**config.mk**
```make
export PLATFORM = sky130hd
export DESIGN_NAME = multicycle_controller
export DESIGN_NICKNAME = d
export VERILOG_FILES = /design/src/rtl/multicycle_controller.sv
export SDC_FILE = /design/constraint.sdc
export NUM_CORES = 1
export LEC_CHECK = 0
export BUFFER_PORTS_ARGS = -buffer_cell sky130_fd_sc_hd__buf_4
export CAP_MARGIN = 20
export CORE_UTILIZATION = 35
export DETAILED_ROUTE_END_ITERATION = 10
export PLACE_DENSITY = 0.58
export SETUP_SLACK_MARGIN = 0.2
export SKIP_CTS_REPAIR_TIMING = 1
export SKIP_LAST_GASP = 1
export SYNTH_ARGS = -nofsm -noshare
export SYNTH_HDL_FRONTEND = slang
export SYNTH_SLANG_ARGS = --single-unit
```
**constraint.sdc**
```tcl
create_clock -name clk -period 1.81 [get_ports clk]
set_input_delay 0.181 -clock clk [delete_from_list [all_inputs] [get_ports clk]]
set_output_delay 0.181 -clock clk [all_outputs]
set_load 0.05 [all_outputs]
```
**src/rtl/multicycle_controller.sv**
```systemverilog
// Multicycle sequencing FSM: fetch/decode/exec/mem/wb control
// and arbitration of the shared memory port.
module multicycle_controller (
  input  logic       clk,
  input  logic       rst_n,
  input  logic [6:0] opcode,
  input  logic       branch_taken,
  input  logic       mem_ready,
  output logic       mem_req,
  output logic       mem_we,
  output logic       iord,
  output logic       ir_write,
  output logic       pc_write,
  output logic [1:0] pc_src,
  output logic       alu_src_b,
  output logic [1:0] alu_op,
  output logic [2:0] imm_type,
  output logic       reg_write,
  output logic [1:0] wb_sel,
  output logic       trap,
  output logic [2:0] state
);

  localparam logic [2:0] S_FETCH  = 3'd0;
  localparam logic [2:0] S_DECODE = 3'd1;
  localparam logic [2:0] S_EXEC   = 3'd2;
  localparam logic [2:0] S_MEM    = 3'd3;
  localparam logic [2:0] S_WB     = 3'd4;
  localparam logic [2:0] S_TRAP   = 3'd7;

  localparam logic [2:0] C_R     = 3'd0;
  localparam logic [2:0] C_IALU  = 3'd1;
  localparam logic [2:0] C_LOAD  = 3'd2;
  localparam logic [2:0] C_STORE = 3'd3;
  localparam logic [2:0] C_BR    = 3'd4;
  localparam logic [2:0] C_JAL   = 3'd5;
  localparam logic [2:0] C_JALR  = 3'd6;
  localparam logic [2:0] C_ILL   = 3'd7;

  logic [2:0] state_q, state_d;
  logic [2:0] cls_q, cls_d;
  logic [2:0] imm_q, imm_d;

  logic       mreq_c, mwe_c, iord_c;
  logic       irw_c, pcw_c, asb_c;
  logic       rw_c, trap_c;
  logic [1:0] pcsrc_c, aluop_c, wbsel_c;
  logic [2:0] imm_c;

  always_comb begin
    cls_d = C_ILL;
    imm_d = 3'b000;
    unique case (1'b1)
      opcode == 7'b0110011: cls_d = C_R;
      opcode == 7'b0010011: cls_d = C_IALU;
      opcode == 7'b0000011: cls_d = C_LOAD;
      opcode == 7'b0100011: begin
        cls_d = C_STORE;
        imm_d = 3'b001;
      end
      opcode == 7'b1100011: begin
        cls_d = C_BR;
        imm_d = 3'b101;
      end
      opcode == 7'b1101111: begin
        cls_d = C_JAL;
        imm_d = 3'b110;
      end
      opcode == 7'b1100111: cls_d = C_JALR;
      default: ;
    endcase
  end

  always_comb begin
    state_d = state_q;
    unique case (state_q)
      S_FETCH:
        if (mem_ready) state_d = S_DECODE;
      S_DECODE:
        state_d = (cls_d == C_ILL) ? S_TRAP : S_EXEC;
      S_EXEC:
        unique case (cls_q)
          C_BR:    state_d = S_FETCH;
          C_LOAD,
          C_STORE: state_d = S_MEM;
          default: state_d = S_WB;
        endcase
      S_MEM:
        if (mem_ready)
          state_d = (cls_q == C_STORE) ? S_FETCH : S_WB;
      S_WB:    state_d = S_FETCH;
      S_TRAP:  state_d = S_TRAP;
      default: state_d = S_FETCH;
    endcase
  end

  always_ff @(posedge clk or negedge rst_n) begin
    if (!rst_n) begin
      state_q <= S_FETCH;
      cls_q   <= C_R;
      imm_q   <= 3'b000;
    end else begin
      state_q <= state_d;
      if (state_q == S_DECODE) begin
        cls_q <= cls_d;
        imm_q <= imm_d;
      end
    end
  end

  // Immediate format is visible already in DECODE, then held.
  assign imm_c = (state_q == S_DECODE) ? imm_d : imm_q;

  always_comb begin
    mreq_c  = 1'b0;
    mwe_c   = 1'b0;
    iord_c  = 1'b0;
    irw_c   = 1'b0;
    pcw_c   = 1'b0;
    pcsrc_c = 2'b00;
    asb_c   = 1'b0;
    aluop_c = 2'b00;
    rw_c    = 1'b0;
    wbsel_c = 2'b00;
    trap_c  = 1'b0;
    unique case (state_q)
      S_FETCH: begin
        mreq_c = 1'b1;
        irw_c  = mem_ready;
        pcw_c  = mem_ready;
      end
      S_EXEC:
        unique case (cls_q)
          C_R:     aluop_c = 2'b10;
          C_IALU: begin
            aluop_c = 2'b10;
            asb_c   = 1'b1;
          end
          C_LOAD,
          C_STORE: asb_c = 1'b1;
          C_BR: begin
            aluop_c = 2'b01;
            pcsrc_c = 2'b01;
            pcw_c   = branch_taken;
          end
          C_JAL: begin
            pcw_c   = 1'b1;
            pcsrc_c = 2'b01;
          end
          C_JALR: begin
            asb_c   = 1'b1;
            pcw_c   = 1'b1;
            pcsrc_c = 2'b10;
          end
          default: ;
        endcase
      S_MEM: begin
        mreq_c = 1'b1;
        iord_c = 1'b1;
        mwe_c  = (cls_q == C_STORE);
      end
      S_WB: begin
        rw_c = 1'b1;
        unique case (cls_q)
          C_LOAD:  wbsel_c = 2'b01;
          C_JAL,
          C_JALR:  wbsel_c = 2'b10;
          default: wbsel_c = 2'b00;
        endcase
      end
      S_TRAP:  trap_c = 1'b1;
      default: ;
    endcase
  end

  // Reset kills every output at once, even mid-access.
  assign mem_req   = rst_n & mreq_c;
  assign mem_we    = rst_n & mwe_c;
  assign iord      = rst_n & iord_c;
  assign ir_write  = rst_n & irw_c;
  assign pc_write  = rst_n & pcw_c;
  assign pc_src    = {2{rst_n}} & pcsrc_c;
  assign alu_src_b = rst_n & asb_c;
  assign alu_op    = {2{rst_n}} & aluop_c;
  assign imm_type  = (trap_c || !rst_n) ? 3'b000 : imm_c;
  assign reg_write = rst_n & rw_c;
  assign wb_sel    = {2{rst_n}} & wbsel_c;
  assign trap      = rst_n & trap_c;
  assign state     = state_q;

endmodule

```
; ---- Yosys cells after proc, flatten, opt, wreduce, memory -nomap -nowiden
; Index checks and enable logic that the tools add are counted.
[word_totals]
reg_bits = 9
word_cells = 72
[op_classes]
eq_ne = 21
mux = 26
n_bitwise = 11
reduce_logical = 11
[op_table]
columns = operator, count
row1 = $eq A7 B7 Y1 const B, 3
row2 = $pmux W3 S7, 1
row3 = $eq A3 B3 Y1 const B, 6
row4 = $mux W3, 6
row5 = $pmux W3 S5, 1
row6 = $eq A7 B6 Y1 const B, 2
row7 = $eq A3 B2 Y1 const B, 4
row8 = $pmux W2 S2, 3
row9 = $reduce_or A2 Y1, 5
row10 = $pmux W3 S3, 1
row11 = $and A1 B1 Y1, 8
row12 = $mux W1, 8
row13 = $eq A7 B2 Y1 const B, 1
row14 = $eq A7 B5 Y1 const B, 1
row15 = $and A2 B2 Y2, 3
row16 = $eq A3 B1 Y1 const B, 2
row17 = $logic_not A3 Y1, 2
row18 = $mux W2, 3
row19 = $pmux W3 S2, 1
row20 = $ne A2 B2 Y1 const B, 2
row21 = $pmux W1 S2, 2
row22 = $reduce_or A4 Y1, 1
row23 = $reduce_and A2 Y1, 1
row24 = $logic_not A1 Y1, 1
row25 = $logic_or A1 B1 Y1, 1

; ---- Logic depth before layout (Yosys ltp)
[logic_depth]
ltp_word = 5
depth_mapped = 5
ltp_nobuf = 4

; ---- Worst setup path before layout
; Ideal clock, no wire load.
[synth_timing]
kind = reg2out
startpoint = register state_q[1], in the netlist state[1]
endpoint = output wb_sel[0]
arrival_ns = 2.731
slack_ns = -1.102
path_stages_with_launch = 5
path_buffers = 2
cell_sequence = dfrtp_1 -> buf_6 -> or2_2 -> clkbuf_1 -> nor4_1
[synth_between]
elab_chain_len = 3
[synth_lines]
columns = item, line
row1 = from (decl), 40  ; logic [2:0] state_q, state_d;
row2 = from (signal assigned), 103  ; state_q <= state_d;
row3 = $eq A3 B3 Y1, 126  ; unique case (state_q)
row4 = $mux W2, 126
row5 = $and A2 B2 Y2, 187  ; assign wb_sel = {2{rst_n}} & wbsel_c;
row6 = to (decl), 19  ; output logic [1:0] wb_sel,
; Every way passes these cells.

; ---- Worst setup path after layout
[layout_timing]
startpoint = register state_q[0], in the netlist state[0]
endpoint = output imm_type[1]
[layout_between]
elab_chain_len = 4
[layout_lines]
columns = item, line
row1 = $eq A3 B3 Y1, 126
row2 = $mux W1, 126
row3 = $logic_or A1 B1 Y1, 185  ; assign imm_type = (trap_c || !rst_n) ? 3'b000 : imm_c;
row4 = $mux W3 (*), 185
row5 = to (decl), 17  ; output logic [2:0] imm_type,
; Mark *: on every way between the ends. The rest lies on a longest branch, timed or not.

==> impl_metrics.ini <==
[logic_synthesis]
async_reset_ff_share_pct = 100
yosysSeqAreaShare_pct = 29.9
synth.cell_area_um2 = 753
synth_ff_type = dfrtp_1
ys_types = 34
syn_area_per_cell_um2 = 7.53
yosys_warnings = 0
synth_seq_cells = 9
synth_edf_count = 0
netlist_instances = 100
syn_nets = 111

[floorplanning]
rows = 16
core_area_um2 = 2000
die-area_um2 = 2340
fp.dieH_um = 48.4
initial_core_util_pct = 37.6
die_x_um = 48.4
top_level_ports = 31

[critical_path]
start_kind = register
critPathKind = reg2out
critPathRequiredTime_ps = 1630
crit-reg2reg-capture = state[2]
arrival_ps = 1830
crit_path_end_kind = output pin
reg2reg_slack_ps = 290
rr_worst_depth = 5
r2r_start = state[2]
cp_max_fo = 4

[detailed_routing]
drc_errors = 0
drt_iter0_markers = 19
wl_per_cell_um = 14.6
wl_mm = 2.60
vias_per_cell = 5.30
ant_nets = 0
dr.pass1.iters = 4
vias = 943

[clock_network]
htree_levels = 1
clk_pin_slew_ps = 70
cts-root-buf = clkbuf_4
cts_tree = done
clock_latency_ps = 260
cts_num_sinks = 9
numCtsBuffers = 3
clk_path_buf_depth = 2

[global_routing]
grt_util_met1_pct = 27.2
grt_busiest_layer = met2
grt_pass1_vias = 804
grt_max_degree = 16
met2_usage_pct = 34.7
grt_overflow = 0
grt_pass1_wl_mm = 3.76
met3_usage_pct = 2.52
antenna_found_initial = 0
track_usage_pct = 20.6

[sta]
period_needed_ps = 2010
timing.fmax_mhz = 498
fin_tns_setup_ps = -566
tightest_slew_ps = 506
hold_viol = 0
period_share_pct = 111
relSlewSlack_pct = 66.2
rsz0062_at_grt = yes
timing.hold.ws_ps = 202
setup_viol = 4
drv_slew = 0
setup_ws_ps = -199
fin_worst_skew_ps = 5.62

[run_status]
violations = setup timing
status = complete, but fails checks

[place]
dp_cells = 157
port_buffers = 30
placed_area_um2 = 1160
dp_hpwl_mm = 1.69
gp_congestion = 0.824

[layout]
fillerInstances = 155
diodes = 0
fin_cells = 178
drive_gt1_share_pct = 62.3
final_nets = 163
final_area_um2 = 1460
area_growth_pct = 94.0

[job]
maxCapViolCount = 0

[power]
p_leak_nw = 0.647
ir_drop_mv = 0.779
power_density_nw_per_um2 = 1190

[worst_hold_path]
whs_endpoint = cls_q[0]
min_path_type = in2reg
worstHoldStart = opcode[3]
hold_depth = 2
[cell type report]
class	instances	area (um^2)	area share (%)
Timing Repair Buffer	54	512	35.0
Inverter	4	20.0	1.37
Tap cell	27	33.8	2.31
Sequential cell	9	231	15.8
Multi-Input combinational cell	80	638	43.7
Clock buffer	4	26.3	1.80
[stage by stage]
stage                     util (%)  setup WS (ps)  total power, mW
after CTS                     59.3           -223             1.42
after global placement        57.9            120             1.24
after global routing          73.0           -290             1.83
final                         73.0           -199             1.75
after detailed placement      57.9           67.1             1.25
after floorplan                  -           -228             1.06
[flip-flops by register name (all words and copies together), names as in the netlist]
register and cells:
state 3, imm_q 3, cls_q 3
[placed cells by master (no fill, tap or decap), types with 3 or more instances in the layout]
| cell type | netlist | final |
|---|---|---|
| o21ai_0 | 6 | 5 |
| buf_4 | 0 | 33 |
| a21oi_1 | 9 | 8 |
| nor2_4 | 0 | 3 |
| nor3_4 | 1 | 4 |
| dfrtp_1 | 9 | 4 |
| clkbuf_4 | 0 | 3 |
| dfrtp_2 | 0 | 5 |
| nor2_1 | 10 | 5 |
| buf_6 | 2 | 15 |
| buf_8 | 0 | 4 |
| nand2_1 | 13 | 10 |
[cell usage after synthesis, drive strengths merged, types with 3 or more instances]
cell type / count / area, um^2
dfrtp: 9 / 225
buf: 3 / 27.5
nor2b: 4 / 25.0
o21ai: 6 / 30.0
nand2: 13 / 48.8
inv: 4 / 15.0
nor2: 10 / 37.5
or2: 3 / 18.8
nor3: 6 / 41.3
a21oi: 9 / 45.0
clkbuf: 4 / 15.0
nor4: 3 / 18.8
[how the worst max path moves through the flow]
stage,start,slack [ps],end,cells after the start
floorplan,state[1],-230,pc_write,5
global placement,state[2],120,imm_type[1],5
detailed placement,state[2],70,imm_type[1],5
CTS,state[2],-220,imm_type[1],5
global route,state[2],-290,imm_type[1],5
finish,state[0],-200,imm_type[1],5
[report_power, final]
part | internal (mW) | switching (mW) | total [mW]
sequential | 0.253 | 0.0492 | 0.302
combinational | 0.561 | 0.718 | 1.28
clock | 0.0851 | 0.0804 | 0.166
[kinds of logic after synthesis]
logic type	after synthesis	synth area share, %
mux	1	1.33
flops	9	29.9
xor+xnor	2	2.33
buf+inv	11	7.64
compound gates	27	23.8
simple gates	50	35.0
[metal layers]
metal / vias up / routed length (um)
met5: - / 0
met4: 0 / 10
met3: 2 / 95
met2: 34 / 1370
met1: 450 / 1120
li1: 457 / -
[worst max-delay path, cell delays in order, from the launching register on]
cell	delay, ps
dfrtp_2	400
or3b_4	430
nor3_4	160
nand4_1	200
a21boi_4	200
buf_6	170
Power figures use the tool's default switching activity.
